$ cat config.mk
export PLATFORM = sky130hd
export DESIGN_NAME = ifu_fetch_ctrl
export DESIGN_NICKNAME = d
export VERILOG_FILES = /design/src/rtl/ifu_fetch_ctrl.sv
export SDC_FILE = /design/constraint.sdc
export NUM_CORES = 1
export LEC_CHECK = 0
export CORE_AREA = 5 5 163 165
export DETAILED_ROUTE_END_ITERATION = 10
export DIE_AREA = 0 0 168 170
export GPL_TIMING_DRIVEN = 0
export HOLD_SLACK_MARGIN = 0.02
export PLACE_DENSITY = 0.66
export SKIP_LAST_GASP = 1
export SLEW_MARGIN = 20
export SYNTH_ARGS = -nofsm -noshare
export SYNTH_HDL_FRONTEND = slang
export SYNTH_SLANG_ARGS = --single-unit
$ cat constraint.sdc
create_clock -name clk -period 4.2 [get_ports clk]
set_input_delay 1.26 -clock clk [delete_from_list [all_inputs] [get_ports clk]]
set_output_delay 1.26 -clock clk [all_outputs]
set_load 0.05 [all_outputs]
$ cat src/rtl/ifu_fetch_ctrl.sv
// Fetch-control stage: owns the fetch PC, keeps one imem request in flight and feeds decode through a one-entry slot.
// Optional IFU_PERF_CNT_EN adds slot-write and discarded-response counters.
module ifu_fetch_ctrl #(
   parameter int              PC_W     = 64,
   parameter int              INST_W   = 32,
   parameter logic [PC_W-1:0] START_PC = 64'h0000_0000_8000_0000
) (
   input  logic              clk,
   input  logic              rst,
   output logic              imem_req_valid,
   input  logic              imem_req_ready,
   output logic [PC_W-1:0]   imem_req_addr,
   input  logic              imem_rsp_valid,
   input  logic [INST_W-1:0] imem_rsp_data,
   output logic [INST_W-1:0] bpu_inst,
   output logic [PC_W-1:0]   bpu_pc,
   input  logic [PC_W-1:0]   bpu_pc_nxt,
   input  logic              bpu_jump,
   input  logic              redirect_valid,
   input  logic [PC_W-1:0]   redirect_pc,
   output logic              id_valid,
   input  logic              id_ready,
   output logic [INST_W-1:0] id_inst,
   output logic [PC_W-1:0]   id_pc,
   output logic              id_pred_taken
`ifdef IFU_PERF_CNT_EN
   ,
   output logic [63:0]       perf_fetch_cnt,
   output logic [31:0]       perf_kill_cnt
`endif
);

   typedef enum logic [1:0] {
      S_RESET = 2'd0,
      S_REQ   = 2'd1,
      S_WAIT  = 2'd2,
      S_KILL  = 2'd3
   } state_t;

   state_t              r_state;
   state_t              w_state_next;
   logic [PC_W-1:0]     r_pc;
   logic                r_id_valid;
   logic [INST_W-1:0]   r_id_inst;
   logic [PC_W-1:0]     r_id_pc;
   logic                r_id_taken;

   logic                w_can_issue;
   logic                w_req_fire;
   logic                w_redirect;
   logic                w_slot_wr;
   logic                w_discard;

   assign w_can_issue    = !r_id_valid || id_ready;
   assign imem_req_valid = (r_state == S_REQ) && w_can_issue;
   assign imem_req_addr  = r_pc;
   assign w_req_fire     = imem_req_valid && imem_req_ready;
   // Redirects are ignored in RESET: the first fetch always targets START_PC.
   assign w_redirect     = redirect_valid && (r_state != S_RESET);
   assign w_slot_wr      = (r_state == S_WAIT) && imem_rsp_valid && !w_redirect;
   assign w_discard      = imem_rsp_valid &&
                           ((r_state == S_KILL) || ((r_state == S_WAIT) && w_redirect));

   assign bpu_inst       = imem_rsp_data;
   assign bpu_pc         = r_pc;
   assign id_valid       = r_id_valid;
   assign id_inst        = r_id_inst;
   assign id_pc          = r_id_pc;
   assign id_pred_taken  = r_id_taken;

   always_comb begin
      w_state_next = r_state;
      case (r_state)
         S_RESET: w_state_next = S_REQ;
         S_REQ: begin
            if (w_req_fire) begin
               w_state_next = w_redirect ? S_KILL : S_WAIT;
            end
         end
         S_WAIT: begin
            if (imem_rsp_valid) begin
               w_state_next = S_REQ;
            end else if (w_redirect) begin
               w_state_next = S_KILL;
            end
         end
         S_KILL: begin
            if (imem_rsp_valid) begin
               w_state_next = S_REQ;
            end
         end
         default: w_state_next = S_RESET;
      endcase
   end

   always_ff @(posedge clk) begin
      if (!rst) begin
         r_state    <= S_RESET;
         r_pc       <= START_PC;
         r_id_valid <= 1'b0;
         r_id_inst  <= '0;
         r_id_pc    <= '0;
         r_id_taken <= 1'b0;
      end else begin
         r_state <= w_state_next;

         if (w_redirect) begin
            r_pc <= redirect_pc;
         end else if (w_slot_wr) begin
            r_pc <= bpu_pc_nxt;
         end

         // A refill in the same cycle as a drain keeps the slot occupied.
         if (w_redirect) begin
            r_id_valid <= 1'b0;
         end else if (w_slot_wr) begin
            r_id_valid <= 1'b1;
         end else if (r_id_valid && id_ready) begin
            r_id_valid <= 1'b0;
         end

         if (w_slot_wr) begin
            r_id_inst  <= imem_rsp_data;
            r_id_pc    <= r_pc;
            r_id_taken <= bpu_jump;
         end
      end
   end

`ifdef IFU_PERF_CNT_EN
   logic [63:0] r_fetch_cnt;
   logic [31:0] r_kill_cnt;

   always_ff @(posedge clk) begin
      if (!rst) begin
         r_fetch_cnt <= '0;
         r_kill_cnt  <= '0;
      end else begin
         if (w_slot_wr) begin
            r_fetch_cnt <= r_fetch_cnt + 64'd1;
         end
         if (w_discard) begin
            r_kill_cnt <= r_kill_cnt + 32'd1;
         end
      end
   end

   assign perf_fetch_cnt = r_fetch_cnt;
   assign perf_kill_cnt  = r_kill_cnt;
`else
   logic w_discard_unused;
   assign w_discard_unused = w_discard;
`endif

endmodule

======== Word level (Yosys, flattened, before mapping) ========
Cells that the tools add are included.
operators by class
  $add $sub $neg .......................... 0
  multiply operators ...................... 0
  div/mod/pow operators ................... 0
  magnitude comparators ................... 0
  eq/ne operators ......................... 6
  shift-type cells ........................ 0
  muxes and demuxes ....................... 10
  bitwise gates (word level) .............. 1
  reductions and logical operators ........ 15
operators with widths
  operator              count
  $mux W64              2
  $mux W2               4
  $pmux W2 S4           1
  $logic_and A1 B1 Y1   6
  $reduce_bool A2 Y1    3
  $eq A2 B2 Y1 const B  2
  $ne A2 B2 Y1 const B  2
  $mux W1               3
  $ne A3 B3 Y1 const B  1
  $reduce_and A3 Y1     1
  $eq A2 B1 Y1 const B  1
  $logic_not A1 Y1      2
  $logic_not A2 Y1      1
  $reduce_or A2 Y1      1
  $logic_or A1 B1 Y1    1
  $not A1 Y1            1
storage, ports and cells
  register bits ........................... 164
  bits in latches ......................... 0
  RAM bits ................................ 0
  memory bits (read-only) ................. 0
  bits of input ports ..................... 167
  output and inout bits ................... 259
  logic and storage cells ................. 38
  memories ................................ 0

======== Longest topological paths before layout ========
Gate-level depths: netlist (run 1).
  word-level depth ........................ 6
  mapped depth ............................ 8
  gate-level depth less buffers ........... 6

======== Worst setup path before layout (run 1) ========
Ideal clock, no wire load.
  kind .................................... input to output
  start ................................... input port id_ready
  end ..................................... output port imem_req_valid
  data arrival time ....................... 1,801 ps
  data required time ...................... 2,940 ps
  slack ................................... 1,139 ps
  stages on the path ...................... 2
  path buffers ............................ 0
  cell sequence ........................... nand2b_1 and2_1
on the way
  cells in the longest elaborated chain, start to end .. 2
ends and longest elaborated chain
  element              line  source
  from (decl)          22    input logic id_ready,
  $logic_or A1 B1 Y1   54    assign w_can_issue = !r_id_valid || id_ready;
  $logic_and A1 B1 Y1  55    assign imem_req_valid = (r_state == S_REQ) && w_can_issue;
  to (decl)            10    output logic imem_req_valid,
Every way passes these cells.

======== Worst setup path in the final report (run 1) ========
Ends and elaborated chain as after synthesis.

==> impl_results.md, run 1 <==
* DR pass1 iterations at 4
* Final setup fails at 0
* Clk buf depth at 2
* Main area contributors after synthesis: dfxtp_1 46%, nand2_1 14%, buf_4 10%
* Vias in the first global route at 8075
* Worst EP arrival at 2.88 ns
* Setup TNS at 0 ns
* Final antenna-violating net count at 0
* CTS H-Tree Depth at 4
* Die H at 170 um
* Fillers at 2455
* First-pass GRT wire length at 46.8 mm
* Layout cells sized above 1 at 10.7%
* Area delta synth->final at 73.9%
* Root Buffer: clkbuf_16
* Avg WL per Cell at 18.5 um
* Worst rel slew slack at 43.3%
* Syn_nets at 1078
* Crit path max-delay family: buffers and inverters
* Post-CTS Setup Bufs at 0
* Max Cap Viol at 0
* Slew @ Worst Pin at 0.851 ns
* Die area at 28600 um^2
* Status: finished, final reports clean
* # DRC at 0
* Final slew viol count at 0
* Final core occ at 49.4%
* CTS tree: yes
* Seq/Total Area, Yosys at 46.5%
* Max incr delay on CP at 0.84 ns
* Fmax at 242 MHz
* Clk_lat worst skew at 0.42 ns
* Synthesized instance count at 907
* Final WL at 31.3 mm
* CTS Sinks at 164
* Cts repair resizes at 0
* CORE AREA at 24900 um^2
* Lkg Pwr at 4.37 nW
* Area leader, netlist: dfxtp_1
* Clock slew at reported path FFs at 0.07 ns
* Largest net degree at the start of global routing at 17
* Worst path required time at 2.94 ns
* Distinct cells, synth at 23
* Initial antenna violation count at 0
* Skew final at 0.0132 ns
* Layout Nets at 1522
* Gpl congestion at 0.873
* Critical path buffers and inverters at 2
* Hold buffer count at CTS at 0
* Avg Synthesized Cell Area at 7.79 um^2
* Hpwl dp at 24.4 mm
* Synth warnings at 0
* Die Span X at 168 um
* DRT iter0 DRCs at 344
* Syn Std Cell Area at 7060 um^2
* Post-route design area at 12300 um^2
* Fin. Hold Viols at 0
* Row count at 58
* GRT Total Usage at 20.8%
* Setup crit end kind: primary output
* Via density at 4.70
* Critical path peak fanout at 3
* Flops & latches, synth at 164
* Most used cell, CP: clkdlybuf4s50_1
* Initial Util at 28.4%
* Top cell type's share of synthesized area at 46.5%
* Tightest Hold Check Type: flip-flop to flip-flop
* IO Port Bufs at 425
* Slowest CP cell: clkdlybuf4s50_1
* Tcrit/Tclk final at 98.5%
* RSZ-0062 raised after global routing: no
* # IOs at 426
* TritonCTS Buffers at 17
* Minimum clock period at 4.14 ns
* Pwr dens at 565 nW/um^2
* CP Cell Sequence: clkdlybuf4s50_1 > nand2b_1 > and2_1 > clkdlybuf4s50_1
* Via count at 7968
* GR Overflow Total at 0
* Worst Setup Path Type: primary input to primary output
* Element type at the critical path start: primary input
* Area post-placement at 11700 um^2
* Peak supply drop at 0.342 mV
==> final cells by class <==
cell class	count	area, um^2	area share [%]
Clock inverter	13	120	0.978
Sequential cell	164	3280	26.7
Antenna cell	1	2.50	0.0204
Inverter	3	11.3	0.0916
Tap cell	330	413	3.36
Clock buffer	19	433	3.52
Multi-Input combinational cell	572	2760	22.4
Timing Repair Buffer	425	4250	34.6
Buffer	168	1010	8.25
==> stage by stage <==
| stage | worst slack, ns | power (mW) | std cells | hold slack (ns) |
|---|---|---|---|---|
| global placement | 0.0306 | 5.48 | 1662 | 0.441 |
| CTS | 0.0347 | 7.00 | 1694 | 0.455 |
| floorplan | 1.14 | 4.22 | 907 | 0.477 |
| global route | 0.00314 | 7.26 | 1694 | 0.471 |
| finish | 0.0620 | 6.94 | 1695 | 0.453 |
| detailed placement | 0.0436 | 5.50 | 1662 | 0.446 |
==> worst paths after layout <==
path / from / to / slack, ns / cells past startpoint
worst max-delay path: id_ready / imem_req_valid / 0.06 / 4
worst min-delay path: id_inst[29] / id_inst[29] / 0.45 / 2
worst max register to register: r_state[0] / bpu_pc[17] / 2.04 / 7
worst min register to register: id_inst[29] / id_inst[29] / 0.45 / 2
==> kinds of logic (layout without fill, tap and decap cells) <==
family / count (synthesis) / count (layout) / synth area share (%)
simple gates: 398 / 398 / 22.7
other cells: 0 / 1 / 0
compound gates: 170 / 170 / 15.6
fa+ha+maj: 4 / 4 / 0.708
flops: 164 / 164 / 46.5
buf+inv: 171 / 628 / 14.5
==> synthesized netlist by cell type (all sizes together) <==
master and count:
a211oi 2, a21boi 1, a21oi 100, a311oi 63
and2 2, and3 1, buf 125, clkbuf 43
dfxtp 164, ha 4, inv 3, nand2 258
nand2b 3, nand3 64, nor2 65, nor2b 3
o21ai 2, o31ai 2, or4 2
==> routing by layer <==
metal	GRT usage [%]	part of all wire, %
met1	23.8	39
met2	37.2	50
met3	6.36	8.9
met4	6.81	2.5
met5	0	0
==> placed cells by master (no fill, tap or decap), types with 3 or more instances in the layout <==
cell and n:
clkdlybuf4s50_1 425, nand2_1 258, dfxtp_1 164, a21oi_1 100, buf_4 96, nand3_1 64
nor2_1 64, a311oi_1 63, clkbuf_1 45, buf_2 18, clkbuf_16 17, buf_1 11
ha_1 4, inv_6 4, nand2b_1 3, nor2b_1 3, clkinv_4 3
==> sequential cells by signal (all words and copies together) (netlist names) <==
signal         flops
id_pc             64
bpu_pc            64
id_pred_taken      1
id_inst           32
id_valid           1
r_state            2
==> worst register-to-register path, stage by stage (launching register included) <==
cell and delay (ns):
dfxtp_1 0.34, inv_1 0.10, ha_1 0.17, nand2b_1 0.13, buf_2 0.29, buf_2 0.36, clkbuf_1 0.46, a311oi_1 0.19
==> power breakdown <==
part | internal (mW) | switching (mW) | total [mW] | leakage, nW
Sequential | 1.77 | 0.275 | 2.05 | 1.33
Clock | 0.780 | 0.711 | 1.49 | 0.266
Combinational | 1.23 | 2.17 | 3.40 | 2.77
No activity file was read; power rests on OpenSTA's default activity.
==> inputs of run 2 (changes only) <==
- CORE_AREA: 5 5 163 165 -> 5 5 161 163
- CTS_CLUSTER_SIZE: not set -> 14
- DIE_AREA: 0 0 168 170 -> 0 0 166 168
- DONT_BUFFER_PORTS: not set -> 1
- PLACE_DENSITY: 0.66 -> 0.45
==> impl_results.md, run 2 (synthesis gave the netlist of run 1 again) <==
* Clk buf depth at 2
* Worst path required time at 2.94 ns
* # DRC at 0
* Met1 usage at 22.5%
* Final setup fails at 0
* Via density at 5.00
* CTS tree: yes
* Row count at 57
* GR Overflow Total at 0
* Gpl congestion at 0.859
* # IOs at 426
* CP Cell Sequence: nand2b_1 > and2_1
* Tcrit/Tclk final at 74.8%
* Final antenna-violating net count at 0
* Sw Share at 48.9%
* Die Span X at 166 um
* Post-route design area at 8090 um^2
* Layout cells sized above 1 at 15.8%
* Slew @ Worst Pin at 0.824 ns
* CTS Sinks at 164
* Hold buffer count at CTS at 0
* Clock power share at 26.8%
* Combinational share of power at 28.3%
* Die H at 168 um
* Lkg Pwr at 2.84 nW
* Area delta synth->final at 14.5%
* Critical path peak fanout at 3
* Max Cap Viol at 0
* TritonCTS Buffers at 17
* Met2 Use GR at 34.4%
* Root Buffer: clkbuf_16
* Crit path max-delay family: simple AND/OR/NAND/NOR gates
* DR pass1 iterations at 4
* Worst rel slew slack at 45.0%
* Final WL at 28.8 mm
* Commonest non-fill, non-tap cell in the layout: nand2_1
* Area post-placement at 7470 um^2
* RSZ-0062 raised after global routing: no
* Clock slew at reported path FFs at 0.07 ns
* Gr busiest metal: met2
* Cts repair resizes at 0
* DRT iter0 DRCs at 409
* Avg WL per Cell at 22.8 um
* IO Port Bufs at 0
* Largest net degree at the start of global routing at 18
* Worst Setup Path Type: primary input to primary output
* Post-CTS Setup Bufs at 0
* M3 GR Usage at 6.78%
* Hpwl dp at 22.3 mm
* Slowest CP cell: and2_1
* Fin. Hold Viols at 0
* Worst EP arrival at 1.88 ns
* Tightest hold margin at 0.516 ns
* Skew final at 0.0183 ns
* Tightest Hold Check Type: flip-flop to flip-flop
* Setup TNS at 0 ns
* Element type at the critical path start: primary input
* Vias in the first global route at 6206
* Critical path buffers and inverters at 0
* Int Pwr at 3.17 mW
* Pwr dens at 767 nW/um^2
* CORE AREA at 24200 um^2
* Most frequent cells in the layout: 258 x nand2_1, 164 x dfxtp_1, 100 x a21oi_1
* Via count at 6317
* First-pass GRT wire length at 42.0 mm
* Peak supply drop at 0.296 mV
* Setup crit end kind: primary output
* Clk_lat worst skew at 0.43 ns
* Power, Total at 6.21 mW
* Status: finished, final reports clean
* Layout Nets at 1097
* CTS H-Tree Depth at 4
* Max incr delay on CP at 0.50 ns
* GRT Total Usage at 19.6%
* Initial Util at 29.2%
* Fmax at 318 MHz
* Die area at 27900 um^2
* NetSw at 3.03 mW
* Flop pwr share at 44.9%
* Initial antenna violation count at 1
* Minimum clock period at 3.14 ns
* Final slew viol count at 0
## run 2: changes by cell type in the layout (fill, tap and decap cells not counted), moves of 2 or more
cell	before	now
clkdlybuf4s50_1	425	0
bufinv_16	0	2
clkbuf_1	45	43
clkinv_4	3	1
inv_6	4	6
## run 2: area by class of cell
class | count | area (um^2)
clock buffer | 18 | 439
buffer | 168 | 1010
tap | 324 | 405
antenna | 1 | 2.50
sequential | 164 | 3280
fill | 2654 | 16100
clock inverter | 14 | 179
multi-input combinational | 572 | 2760
inverter | 3 | 11.3
## run 2: final timing paths
kind | slack, ns | from | cells after the start | endpoint
setup / recovery | 1.06 | id_ready | 2 | imem_req_valid
hold / removal | 0.52 | r_state[1] | 2 | r_state[1]
setup reg to reg | 1.95 | r_state[0] | 8 | id_inst[25]
hold reg to reg | 0.52 | r_state[1] | 2 | r_state[1]
## run 2: per-layer routing
layer | share of wire (%) | vias up
met4 | 2.0 | 0
met5 | 0 | -
met3 | 8.4 | 25
li1 | - | 3004
met2 | 50 | 301
met1 | 39 | 2987
## run 2: through the flow
stage	instances	setup slack [ns]	util (%)
floorplan	907	1.14	-
global placement	1231	1.07	30.9
detailed placement	1231	1.06	30.9
CTS	1263	1.06	33.5
global route	1264	1.05	33.5
finish	1264	1.06	33.5
## run 2: power by group through the flow
stage          logic, mW  registers (mW)  clock network, mW
2_1_floorplan       1.54            2.69                  0
3_3_place_gp        1.77            2.84                  0
3_5_place_dp        1.77            2.84                  0
4_1_cts             1.77            2.80               1.71
5_1_grt             1.88            2.83               1.77
6_report            1.76            2.79               1.66
## run 2: worst min-delay path: stages, from the launching register on
cell and delay [ns]:
dfxtp_1 0.34, o31ai_1 0.07, a21oi_1 0.06
